### src/rtl/rr_grant_pkg.sv
// Shared types and search helpers for the round-robin grant arbiter.
// The helpers work on a MAX_WIDTH-wide vector, so arbiter widths up to 256 are supported.
package rr_grant_pkg;

   localparam int MAX_WIDTH = 256;
   localparam int MAX_LOG   = 8;

   typedef enum logic {
      IDLE  = 1'b0,
      GRANT = 1'b1
   } state_e;

   typedef struct packed {
      logic               found;
      logic [MAX_LOG-1:0] idx;
   } search_t;

   // Explicit wrap, so a non-power-of-2 width never lands on an unused index.
   function automatic int next_ptr(input int idx, input int width);
      return (idx == width - 1) ? 0 : idx + 1;
   endfunction

   // Bits above the caller's width are zero, so scanning the full MAX_WIDTH
   // ring gives the same order as scanning ptr..width-1, 0..ptr-1.
   function automatic search_t rr_search(input logic [MAX_WIDTH-1:0] vec,
                                         input logic [MAX_LOG-1:0]   ptr);
      search_t res;
      int      pos;
      res = '0;
      for (int i = 0; i < MAX_WIDTH; i++) begin
         pos = (int'(ptr) + i) % MAX_WIDTH;
         if (!res.found && vec[pos]) begin
            res.found = 1'b1;
            res.idx   = MAX_LOG'(pos);
         end
      end
      return res;
   endfunction

endpackage

### src/rtl/rr_grant_arbiter_grant_decoder.sv
// Index-to-one-hot decoder with enable; used for both the grant vector and the
// per-requester ready.
module grant_decoder #(
   parameter  int WIDTH     = 8,
   localparam int WIDTH_LOG = $clog2(WIDTH)
) (
   input  logic [WIDTH_LOG-1:0] idx,
   input  logic                 en,
   output logic [WIDTH-1:0]     onehot
);

   always_comb begin
      // NOTE: default every combinational output first so no path leaves it unassigned (no latch).
      onehot = '0;
      for (int i = 0; i < WIDTH; i++) begin
         onehot[i] = en && (idx == WIDTH_LOG'(i));
      end
   end

endmodule

### src/rtl/rr_grant_arbiter.sv
// Sequential round-robin arbiter with valid/ready grant handshake.
// Define RR_GRANT_ARBITER_LOCK_EN to add gnt_lst and hold ownership for multi-beat packets.
module rr_grant_arbiter
   import rr_grant_pkg::*;
#(
   parameter  int WIDTH     = 8,
   localparam int WIDTH_LOG = $clog2(WIDTH)
) (
   input  logic                 clk,
   input  logic                 rst_n,
`ifdef RR_GRANT_ARBITER_LOCK_EN
   input  logic                 gnt_lst,
`endif
   input  logic [WIDTH-1:0]     req_vld,
   output logic [WIDTH-1:0]     req_rdy,
   output logic                 gnt_vld,
   input  logic                 gnt_rdy,
   output logic [WIDTH_LOG-1:0] gnt_idx,
   output logic [WIDTH-1:0]     gnt_onehot,
   output logic [WIDTH_LOG-1:0] pri
);

   state_e               state;
   logic                 xfer;
   logic                 last;
   logic                 adv;
   logic [WIDTH_LOG-1:0] pri_nxt;
   logic [WIDTH-1:0]     cand;
   search_t              win;
   logic [WIDTH_LOG-1:0] win_idx;
   logic                 unused_win_bits;

`ifdef RR_GRANT_ARBITER_LOCK_EN
   assign last = gnt_lst;
`else
   assign last = 1'b1;
`endif

   assign gnt_vld = (state == GRANT);
   assign xfer    = gnt_vld & gnt_rdy;
   assign adv     = xfer & last;
   assign pri_nxt = WIDTH_LOG'(next_ptr(int'(gnt_idx), WIDTH));

   // In IDLE gnt_onehot is zero, so one search serves both the first grant and
   // re-arbitration (current winner masked, searched from the advanced pointer).
   assign cand            = req_vld & ~gnt_onehot;
   assign win             = rr_search(MAX_WIDTH'(cand), MAX_LOG'(gnt_vld ? pri_nxt : pri));
   assign win_idx         = WIDTH_LOG'(win.idx);
   assign unused_win_bits = ^win.idx;

   grant_decoder #(.WIDTH(WIDTH)) u_gnt_dec (
      .idx    (gnt_idx),
      .en     (gnt_vld),
      .onehot (gnt_onehot)
   );

   grant_decoder #(.WIDTH(WIDTH)) u_rdy_dec (
      .idx    (gnt_idx),
      .en     (xfer),
      .onehot (req_rdy)
   );

   // NOTE: state registers use non-blocking assignments so every flop samples pre-edge values.
   always_ff @(posedge clk or negedge rst_n) begin
      if (!rst_n) begin
         state   <= IDLE;
         gnt_idx <= '0;
         pri     <= '0;
      end else begin
         case (state)
            IDLE: begin
               if (win.found) begin
                  gnt_idx <= win_idx;
                  state   <= GRANT;
               end
            end
            GRANT: begin
               if (adv) begin
                  pri <= pri_nxt;
                  if (win.found) gnt_idx <= win_idx;
                  else           state   <= IDLE;
               end
            end
         endcase
      end
   end

endmodule

### config.mk
export PLATFORM = sky130hd
export DESIGN_NAME = rr_grant_arbiter
export DESIGN_NICKNAME = d
export VERILOG_FILES = /design/src/rtl/rr_grant_pkg.sv /design/src/rtl/rr_grant_arbiter_grant_decoder.sv /design/src/rtl/rr_grant_arbiter.sv
export SDC_FILE = /design/constraint.sdc
export NUM_CORES = 1
export LEC_CHECK = 0
export CORE_ASPECT_RATIO = 0.5
export CORE_MARGIN = 4
export CORE_UTILIZATION = 57
export CTS_BUF_LIST = sky130_fd_sc_hd__clkbuf_8
export CTS_CLUSTER_SIZE = 12
export DETAILED_ROUTE_END_ITERATION = 10
export PLACE_DENSITY_LB_ADDON = 0.15
export SLEW_MARGIN = 20
export SYNTH_ARGS = -nofsm -noshare
export SYNTH_HDL_FRONTEND = slang
export SYNTH_SLANG_ARGS = --single-unit
### constraint.sdc
create_clock -name clk -period 4.7 [get_ports clk]
set_input_delay 0.47 -clock clk [delete_from_list [all_inputs] [get_ports clk]]
set_output_delay 0.47 -clock clk [all_outputs]
set_load 0.1 [all_outputs]
Word-level counts from Yosys, hierarchy flattened
Cells that the tools add are included.
- div/mod/pow operators: 0
- add/sub/neg operators: 256
- $mul: 0
- magnitude comparators: 256
- mux-type cells: 1031
- shift-type cells: 0
- reductions and logical operators: 783
- equal/unequal tests: 9
- bitwise operators: 259
- operator list (cell ; number):
    < comparator 9 x 10 -> 1 bit (second input constant) ; 255
    two-way mux 9 bit ; 256
    binary-select mux 1 bit (select 8 bit) ; 256
    OR reduction 8 bit ; 255
    adder 3 x 8 -> 8 bit (second input constant) ; 128
    two-way mux 1 bit ; 513
    adder 3 x 7 -> 8 bit (second input constant) ; 64
    logical AND 1 bit ; 271
    bitwise AND 1 bit (first input constant) ; 255
    zero test 1 bit ; 255
    adder 3 x 6 -> 7 bit (second input constant) ; 32
    adder 3 x 5 -> 6 bit (second input constant) ; 16
    adder 3 x 4 -> 5 bit (second input constant) ; 8
    adder 3 x 3 -> 4 bit (second input constant) ; 4
    equality test 3 bit (second input constant) ; 4
    two-way mux 3 bit ; 4
    < comparator 3 x 9 -> 1 bit (second input constant) ; 1
    adder 3 x 2 -> 4 bit (second input constant) ; 2
    bitwise AND 8 bit ; 1
    inverter 8 bit ; 1
    equality test 3 x 1 -> 1 bit (second input constant) ; 2
    equality test 3 x 2 -> 1 bit (second input constant) ; 2
    one-hot mux 3 bit (2 select lines) ; 1
    adder 3 x 1 -> 4 bit (second input constant) ; 1
    7 further kinds ; 7
- RAM bits: 0
- flip-flop bits (word level): 7
- bits in latches: 0
- output and inout port bits: 23
- bits of input ports: 11
- memories kept: 0
- word-level logic and storage cells: 2597
- memory bits (read-only): 0

Logic depth before layout (Yosys ltp)
- word-level depth: 776
- gate-level depth with buffers: 19
- gate-level depth less buffers: 17

Cells and area by module
Synthesis repeated with hierarchy kept, for this count alone.
- cells, all modules: 297
- area, all modules: 2423.6 um2
- by module, submodules not included (module ; cells each ; times used ; area each (um2) ; seq. area each (um2)):
    rr_grant_arbiter ; 281 ; 1 ; 2233.4 ; 175.2
    grant_decoder ; 8 ; 2 ; 95.1 ; 0.0

Least setup slack after synthesis
Ideal clock, no wire load.
- kind: reg-to-reg
- from: register gnt_idx[0]
- to: register gnt_idx[1]
- data required time: 4.576 ns
- path slack: -0.116 ns
- cell stages (with the launch flop): 18
- clock period less this slack: 4.816 ns
- path buffers: 2
- data arrival time: 4.692 ns
- library setup time: 0.124 ns
- path through: dfrtp_1 -> ha_1 -> ha_1 -> nor3b_2 -> nor2_2 -> ha_1 -> clkbuf_1 -> clkinv_1 -> nor2_1 -> nand3_1 -> nand4_1 -> or3_1 -> clkbuf_1 -> o2111a_1 -> nand3_2 -> nor3_2 -> and4b_1 -> a211o_1
- RTL lines (element ; RTL line ; source):
    from (decl) ; rr_grant_arbiter.sv:18 ; output logic [WIDTH_LOG-1:0] gnt_idx,
    from (signal assigned) ; rr_grant_arbiter.sv:73 ; gnt_idx <= win_idx;
    from (signal assigned) ; rr_grant_arbiter.sv:80 ; if (win.found) gnt_idx <= win_idx;

==> run metrics <==
outcome finished clean; max cap viols 0; antenna viol nets, final 0; worst setup path class flop to flop; largest cells by area after synthesis ha_1 10%, dfrtp_1 7.9%, mux4_2 5.1%, nand2_1 5.1%, and2_1 4.8%; yosys warns 0; clk slew on worst S/H paths about 0.04 ns; Final Cell Area 2679 um2; Crit. End Element flop; GR Overflow Total 0; routed length per instance 20.52 um; Die Area ~5000 um2; P&R area growth vs syn 20.28%; Post-synth EDFFs 0; share of synthesized registers carrying an async set or reset 1.000; first-pass GRT wire length around 13 mm; CTS root buffer clkbuf_8; share of layout cells above drive strength 1 0.1040; Slew @ Worst Pin 0.9854 ns; launch point of the worst path gnt_idx[0]; f_max 221.2 MHz; CTS Buf Count 3; post-synth top area cell ha_1; commonest non-fill, non-tap cells in the layout 33 x clkdlybuf4s50_1, 30 x nand2_1, 24 x nor2_1; Worst Skew roughly 0.0077 ns; Final Hold Viols 0; CTS tree built; setup violators final 0; Synth Cell Area 2227 um2; relative slew slack 0.3410; Post-CTS Hold Fix Bufs 0; RSZ-0062 raised after global routing false; # DRC 0; GRT Util Overall 0.3321; period utilization 0.9620; most common cell after layout, fill and taps aside clkdlybuf4s50_1; num rows 15; input/output buffers 33; Area after DPL 2609 um2; non-filler cells, final 397; max-slew violations 0; Routed WL a little over 8 mm; Max Root-Sink Buffers 2; CP arrival 4.69 ns; fin crit period 4.521 ns; largest net degree at the start of global routing 25; I/O pins 34; Worst Setup Start Kind flop; Die X 96.40 um; ant diodes 0; HP Class input port to async pin; syn_nets 344; H-tree levels 1; antenna violations before repair 0; Critical R2R Capture gnt_idx[1]; FF-to-FF Start gnt_idx[0]; violation count after the first detailed-route iteration 487; Post-Place Cells 391; final setup TNS 0 ns; sequential-to-total area share from yosys stat 0.07865; clk sinks 7; Worst-Skew Late Latency 0.23 ns; Die Ht 52.20 um; vias per cell 7.320; flop2flop setup slack 0.18 ns; critical path endpoint gnt_idx[1]; HPWL Detailed ~6.3 mm; critical path peak fanout 11; Nets 376; Synth Flop Type dfrtp_1; WP data required just under 5 ns; Post-Syn Instances 315; number of global-route vias before repair 2608; 1st-pass router iterations 8; path depth of the worst reg2reg path 13; Placer Congestion 1.150; floorplan core area 3585 um2; flip-flop and latch count after synthesis 7; Starting Density 0.6213; share of the synthesized area in the top cell type 0.1011; via count 2906; Avg Inst Size Synth 7.070 um2; Unique masters post-synth between 60 and 70
==> synth_stat cells, types with 9 or more instances <==
cell,instances
o21ai_0,15
nor3_1,11
a21oi_1,11
nand4_1,15
and2_1,17
nand2_1,30
nor2_1,24
inv_1,17
nand3_1,20
ha_1,18
clkbuf_1,9
o211ai_1,9
==> cell families (layout without fill, tap and decap cells) <==
family / after synthesis / after routing / share of synthesized area
adder cells (fa/ha/maj): 18 / 18 / 0.1011
flip-flops: 7 / 7 / 0.07865
multiplexers: 11 / 11 / 0.07921
buffers and inverters: 33 / 64 / 0.05955
AND/OR/NAND/NOR: 159 / 159 / 0.3938
AO/OA/AOI/OAI: 87 / 87 / 0.2876
==> sequential cells by signal (all words and copies together), names as in the netlist <==
register  cells
gnt_idx       3
pri           3
gnt_vld       1
==> through the flow <==
step / setup WS [ns] / utilization / hold slack, ns
2_1_floorplan: 0.07848 / - / 0.1744
3_3_place_gp: 0.1997 / 0.7277 / 0.5093
3_5_place_dp: 0.1663 / 0.7277 / 0.5174
4_1_cts: 0.1552 / 0.7403 / 0.5228
5_1_grt: 0.007909 / 0.7473 / 0.5239
6_report: 0.1785 / 0.7473 / 0.5091
==> repair_timing <==
action / CTS / global route
resized for setup: 0 / 4
setup buffers: 0 / 2
endpoints found under the setup margin: 0 / 1
==> per-layer routing <==
metal,global-route usage,part of all wire,up-vias
li1,-,-,1281
met1,0.4639,0.40,1273
met2,0.4823,0.39,297
met3,0.1349,0.18,55
met4,0.05814,0.033,0
met5,0,0,-
==> how the worst min path moves through the flow <==
stage               startpoint         end  slack, ns  cells past startpoint
floorplan                rst_n  gnt_idx[0]       0.17                      0
global placement        pri[2]      pri[2]       0.51                      2
detailed placement      pri[2]      pri[2]       0.52                      2
CTS                      rst_n  gnt_idx[2]       0.52                      1
global route             rst_n  gnt_idx[2]       0.52                      1
finish                   rst_n  gnt_idx[2]       0.51                      1
==> cell type report <==
cell class	instances	area [um2]
clock buffer	3	41.29
clock inverter	1	3.754
fill	252	905.9
inverter	19	71.32
multi-input combinational	275	1929
sequential	7	178.9
tap	51	63.81
timing repair buffer	41	390.4
==> critical path, cell delays in order, from the launching register on <==
cell      delay [ns]
dfrtp_2         0.46
ha_1            0.26
ha_1            0.30
mux2_2          0.42
ha_2            0.48
inv_1           0.16
or4_1           0.61
and4_1          0.23
a211oi_4        0.24
nand4_1         0.23
nor4_1          0.50
o32ai_1         0.17
a21oi_1         0.23
a211o_1         0.17
Power is not shown: default switching activity piles up to over one toggle a cycle in this logic, so the estimate is an artifact.
